$ cat config.mk
export PLATFORM = sky130hd
export DESIGN_NAME = flappy_game_ctrl
export DESIGN_NICKNAME = d
export VERILOG_FILES = /design/src/rtl/flappy_game_ctrl.sv
export SDC_FILE = /design/constraint.sdc
export NUM_CORES = 1
export LEC_CHECK = 0
export BUFFER_PORTS_ARGS = -buffer_cell sky130_fd_sc_hd__buf_4
export CAP_MARGIN = 20
export CORE_MARGIN = 2
export CORE_UTILIZATION = 35
export DETAILED_ROUTE_END_ITERATION = 16
export GPL_ROUTABILITY_DRIVEN = 0
export PLACE_DENSITY_LB_ADDON = 0.12
export SLEW_MARGIN = 15
export SYNTH_ARGS = -nofsm -noshare
export SYNTH_HDL_FRONTEND = slang
export SYNTH_SLANG_ARGS = --single-unit
$ cat constraint.sdc
create_clock -name dclk -period 5.3 [get_ports dclk]
set_input_delay 0.795 -clock dclk [delete_from_list [all_inputs] [get_ports dclk]]
set_output_delay 0.795 -clock dclk [all_outputs]
set_load 0.02 [all_outputs]
$ cat src/rtl/flappy_game_ctrl.sv
// Flappy-bird game-state engine: per-frame bird/pipe update, collision detection and
// scoring, paced by the renderer's vsync and driven by a raw flap push-button.
module flappy_game_ctrl #(
    parameter int BIRD_X     = 100,
    parameter int BIRD_W     = 16,
    parameter int BIRD_H     = 16,
    parameter int BIRD_Y0    = 240,
    parameter int FLOOR      = 440,
    parameter int PIPE_W     = 40,
    parameter int PIPE_START = 500,
    parameter int PIPE_SPEED = 2,
    parameter int GAP_TOP    = 180,
    parameter int GAP_BOT    = 300,
    parameter int GRAVITY    = 1,
    parameter int FLAP_V     = 8,
    parameter int MAX_V      = 10
) (
    input  logic       dclk,
    input  logic       clr,
    input  logic       vsync,
    input  logic       flap,
    output logic [9:0] bird_coord,
    output logic [8:0] pipe_pos,
    output logic [7:0] score,
    output logic       playing,
    output logic       game_over
);

    localparam logic [9:0]        BIRD_Y0_V    = 10'(BIRD_Y0);
    localparam logic [9:0]        FLOOR_V      = 10'(FLOOR);
    localparam logic signed [10:0] FLOOR_S     = 11'(FLOOR);
    localparam logic [8:0]        PIPE_START_V = 9'(PIPE_START);
    localparam logic [8:0]        PIPE_SPEED_V = 9'(PIPE_SPEED);
    localparam logic [9:0]        BIRD_LEFT    = 10'(BIRD_X);
    localparam logic [9:0]        BIRD_RIGHT   = 10'(BIRD_X + BIRD_W);
    localparam logic [9:0]        PIPE_W_V     = 10'(PIPE_W);
    localparam logic [9:0]        BIRD_H_V     = 10'(BIRD_H);
    localparam logic [9:0]        GAP_TOP_V    = 10'(GAP_TOP);
    localparam logic [9:0]        GAP_BOT_V    = 10'(GAP_BOT);
    localparam logic signed [6:0] GRAVITY_V    = 7'(GRAVITY);
    localparam logic signed [6:0] MAX_V_V      = 7'(MAX_V);
    localparam logic signed [5:0] FLAP_VEL     = 6'(-FLAP_V);

    typedef enum logic [1:0] {
        IDLE,
        PLAY,
        DEAD
    } state_t;

    state_t state, state_n;

    logic vsync_s1, vsync_s2, vsync_d;
    logic flap_s1, flap_s2, flap_d;
    logic frame_tick, flap_edge;

    logic signed [5:0] velocity, velocity_n;
    logic              flap_pend, flap_pend_n;
    logic [9:0]        bird_n;
    logic [8:0]        pipe_n;
    logic [7:0]        score_n;

    logic signed [6:0]  vel_grav;
    logic signed [5:0]  vel_step, vel_calc, vel_keep;
    logic signed [10:0] pos_calc;
    logic [9:0]         bird_calc, pipe_ext;
    logic [8:0]         pipe_calc;
    logic               wrap, hit_floor, overlap_h, hit_v, crash;

    assign frame_tick = vsync_d & ~vsync_s2;
    assign flap_edge  = flap_s2 & ~flap_d;

    // Candidate next-frame values; only committed by the FSM on a PLAY frame tick.
    always_comb begin
        vel_grav = {velocity[5], velocity} + GRAVITY_V;
        if (vel_grav > MAX_V_V) vel_step = MAX_V_V[5:0];
        else                    vel_step = vel_grav[5:0];
        vel_calc = (flap_pend || flap_edge) ? FLAP_VEL : vel_step;

        pos_calc  = $signed({1'b0, bird_coord}) + $signed({{5{vel_calc[5]}}, vel_calc});
        bird_calc = pos_calc[9:0];
        vel_keep  = vel_calc;
        hit_floor = 1'b0;
        if (pos_calc[10]) begin
            bird_calc = '0;
            vel_keep  = '0;
        end else if (pos_calc >= FLOOR_S) begin
            bird_calc = FLOOR_V;
            hit_floor = 1'b1;
        end

        wrap      = pipe_pos < PIPE_SPEED_V;
        pipe_calc = wrap ? PIPE_START_V : pipe_pos - PIPE_SPEED_V;
        pipe_ext  = {1'b0, pipe_calc};

        overlap_h = (pipe_ext < BIRD_RIGHT) && ((pipe_ext + PIPE_W_V) > BIRD_LEFT);
        hit_v     = (bird_calc < GAP_TOP_V) || ((bird_calc + BIRD_H_V) > GAP_BOT_V);
        crash     = hit_floor || (overlap_h && hit_v);
    end

    always_comb begin
        state_n     = state;
        bird_n      = bird_coord;
        pipe_n      = pipe_pos;
        score_n     = score;
        velocity_n  = velocity;
        flap_pend_n = flap_pend;

        unique case (state)
            IDLE: begin
                flap_pend_n = 1'b0;
                if (flap_edge) begin
                    state_n    = PLAY;
                    velocity_n = '0;
                end
            end
            PLAY: begin
                if (frame_tick) begin
                    flap_pend_n = 1'b0;
                    bird_n      = bird_calc;
                    pipe_n      = pipe_calc;
                    velocity_n  = vel_keep;
                    if (crash)
                        state_n = DEAD;
                    else if (wrap && score != 8'hFF)
                        score_n = score + 8'd1;
                end else if (flap_edge) begin
                    flap_pend_n = 1'b1;
                end
            end
            DEAD: begin
                flap_pend_n = 1'b0;
                if (flap_edge) begin
                    state_n    = IDLE;
                    bird_n     = BIRD_Y0_V;
                    pipe_n     = PIPE_START_V;
                    score_n    = '0;
                    velocity_n = '0;
                end
            end
            default: state_n = IDLE;
        endcase
    end

    always_ff @(posedge dclk or negedge clr) begin
        if (!clr) begin
            vsync_s1   <= 1'b1;
            vsync_s2   <= 1'b1;
            vsync_d    <= 1'b1;
            flap_s1    <= 1'b0;
            flap_s2    <= 1'b0;
            flap_d     <= 1'b0;
            state      <= IDLE;
            bird_coord <= BIRD_Y0_V;
            pipe_pos   <= PIPE_START_V;
            score      <= '0;
            velocity   <= '0;
            flap_pend  <= 1'b0;
            playing    <= 1'b0;
            game_over  <= 1'b0;
        end else begin
            vsync_s1   <= vsync;
            vsync_s2   <= vsync_s1;
            vsync_d    <= vsync_s2;
            flap_s1    <= flap;
            flap_s2    <= flap_s1;
            flap_d     <= flap_s2;
            state      <= state_n;
            bird_coord <= bird_n;
            pipe_pos   <= pipe_n;
            score      <= score_n;
            velocity   <= velocity_n;
            flap_pend  <= flap_pend_n;
            playing    <= (state_n == PLAY);
            game_over  <= (state_n == DEAD);
        end
    end

endmodule

==> qor.yml <==
die_w_um: 94.40
r2r_cells: 17
ant_nets: 0
start_util: 0.3663
clock_sinks: 44
clock_skew_ns: 0.009854
reg2reg_from: "velocity[0]"
whs_ns: 0.3595
multi_input_area_sq_mm: 0.001678
drc: 0
die_h_um: 94.40
synth-edff-count: 0
seq_area_frac_synth: 0.3906
fin_crit_sh: 0.9094
cts_tree: "yes"
tightest_slew_ns: 0.9075
drv_slew: 0
grtUsageTotal: 0.1660
synth_cell_types: 56
yosys_warnings: 0
vias: 2474
cts_buffers: 5
async_flop_share: 1.000
avgViaCountPerCell: 5.510
hp-class: "flop to flop"
register_area_sq_mm: 0.001117
drtIter0Drc: 194
p_leak_uw: 0.001555
slowest_stage: "fa_1"
finalHoldViolCount: 0
final_cell_area_sq_mm: 0.003352
fill_cells: 792
cts.clk_slew.worst_paths_ns: 0.09
grt-ovfl-total: 0
setup_violations: 0
slowest_delay_ns: 0.46
grt_max_degree: 45
synth_cells: 310
powerDensity_mw_per_mm2: 675.1
dieArea_sq_mm: 0.008911
wire_per_inst_um: 15.05
worst_setup_path_start_kind: "flop"
dr.pass1.iters: 7
hold_path_end: "vsync_s2"
cts_max_level: 2
status: "finished, final reports clean"
ioPinCount: 33
max-slew-margin-rel: 0.3928
cp-end-kind: "flop"
vdd_ir_drop_max_mv: 0.2251
finalSetupTns_ns: 0
worstSkewPairLatency_ns: 0.29
mappedNetlistArea_sq_mm: 0.002860
io_buffers: 32
fin_nets: 368
hold_path_startpoint: "vsync_s1"
cts_root_buffer: "clkbuf_8"
crit_fanout: 6
post_dp_cell_area_sq_mm: 0.003219
max_cap_viol_count: 0
clock_path_buffers: 2
first_global_vias: 2414
dp_hpwl_um: 4995
cp_top_family: "compound AO/OA/AOI/OAI gates"
yosys_register_bits: 44
rsz0062_at_grt: "no"
worst-r2r-setup-slack_ns: 0.48
drive_gt1_frac: 0.2017
area_growth_pct: 17.19
timing.critical_path.mode_cell: "a21o_1"
rows: 32
arrival_ns: 4.98
synth-main-ff-cell: "dfrtp_1"
r2r-end: "state[0]"
period_minus_slack_ns: 4.820
grt_pass1_wl_um: 11850
cts_hold_buf: 0
syn_avg_cell_area_sq_um: 9.227
diodes: 0
critPathRequiredTime_ns: 5.46
crit_buf_inv: 0
synth_nets: 332
max_freq_mhz: 207.5
worstSetupPathType: "flop to flop"
hold_depth: 0
synth_area_leaders: "dfrtp_1, dfstp_2, ha_1"
synth_top_area_share: 0.2712
synth_top_area_cell: "dfrtp_1"
worstPathCellList: "ha_1 > and3_1 > nand2_1 > or3_1 > o221ai_1 > a21boi_1 > fa_1 > a21o_1 > a221oi_4 > a21oi_1 > a21o_1 > a21o_1 > ha_1 > nor4b_1 > o311a_1 > o32ai_2 > a311oi_1"
coreArea_sq_mm: 0.007807
routed_wl_um: 6758
antenna_found_initial: 0
==> cell usage in the layout (no fill, tap or decap), types with 13 or more instances in the layout <==
cell and instances:
a21oi_1 19, buf_4 35, dfrtp_1 31, dfstp_2 13
ha_1 17, nand2_1 27, nor2_1 34, o21ai_0 23
==> power by group <==
group          total (uW)  switching [uW]  internal, uW  leakage [uW]
Combinational        1380             833           549      0.000944
Sequential            576             120           456      0.000546
Clock                 306             117           189     0.0000654
==> synthesized netlist by cell type, types with 5 or more instances <==
cell,instances
a21oi_1,19
xor2_1,8
dfstp_2,13
nand2_1,27
nor3_1,10
o21ai_0,23
dfrtp_1,31
and3_1,10
nand3_1,10
nor2_1,34
a21o_1,10
xnor2_1,5
nand4_1,5
nor3b_1,5
ha_1,17
inv_1,9
or3_1,5
a22o_1,8
==> what timing repair did <==
| action | in CTS | in global routing |
|---|---|---|
| buffers inserted | 0 | 0 |
| endpoints found under the hold margin | 0 | 0 |
| endpoints found under the setup margin | 0 | 5 |
| gates resized for setup | 0 | 1 |
==> cell type report <==
class                      instances  share of cell area
clock buffer                       6             0.02165
clock inverter                     2             0.01792
inverter                           9             0.01008
multi-input combinational        251              0.5006
sequential                        44              0.3333
tap                              102             0.03807
timing repair buffer              35             0.07839
==> stage by stage <==
step,utilization,total power [uW],setup WS [ns],cells
2_1_floorplan,-,1600,0.8440,310
3_3_place_gp,0.4123,1956,0.5496,441
3_5_place_dp,0.4123,1960,0.4359,441
4_1_cts,0.4293,2276,0.4027,449
5_1_grt,0.4293,2489,0.002240,449
6_report,0.4293,2263,0.4800,449
==> kinds of logic after synthesis <==
family / Yosys count / synth area share
xor gates and xnor gates: 14 / 0.04550
adders and majority gates: 18 / 0.08136
DFF: 44 / 0.3906
buffers and inverters: 15 / 0.02274
and+or+nand+nor: 127 / 0.2279
AOI/OAI and AO/OA: 92 / 0.2319
==> sequential cells by signal, summed over array words and instances (netlist names), 2 cells and up <==
signal	count
score	8
bird_coord	10
pipe_pos	9
state	2
velocity	6
==> per-layer routing <==
metal	track usage	share of wire	up-vias	wire, um
li1	-	-	1214	-
met1	0.2376	0.50	1212	3391
met2	0.2685	0.46	46	3101
met3	0.02953	0.037	2	253
met4	0.02657	0.0018	0	12
met5	0	0	-	0
==> worst max-delay path by stage <==
| stage | from | slack [ns] | endpoint | depth (start not counted) |
|---|---|---|---|---|
| detailed placement | velocity[0] | 0.44 | state[0] | 17 |
| finish | velocity[0] | 0.48 | state[0] | 17 |
| floorplan | velocity[0] | 0.84 | playing | 18 |
| CTS | velocity[0] | 0.40 | state[0] | 17 |
| global placement | velocity[0] | 0.55 | playing | 17 |
| global route | velocity[0] | 0.002 | state[0] | 17 |
Note: power is estimated with default switching activity, not from simulation.
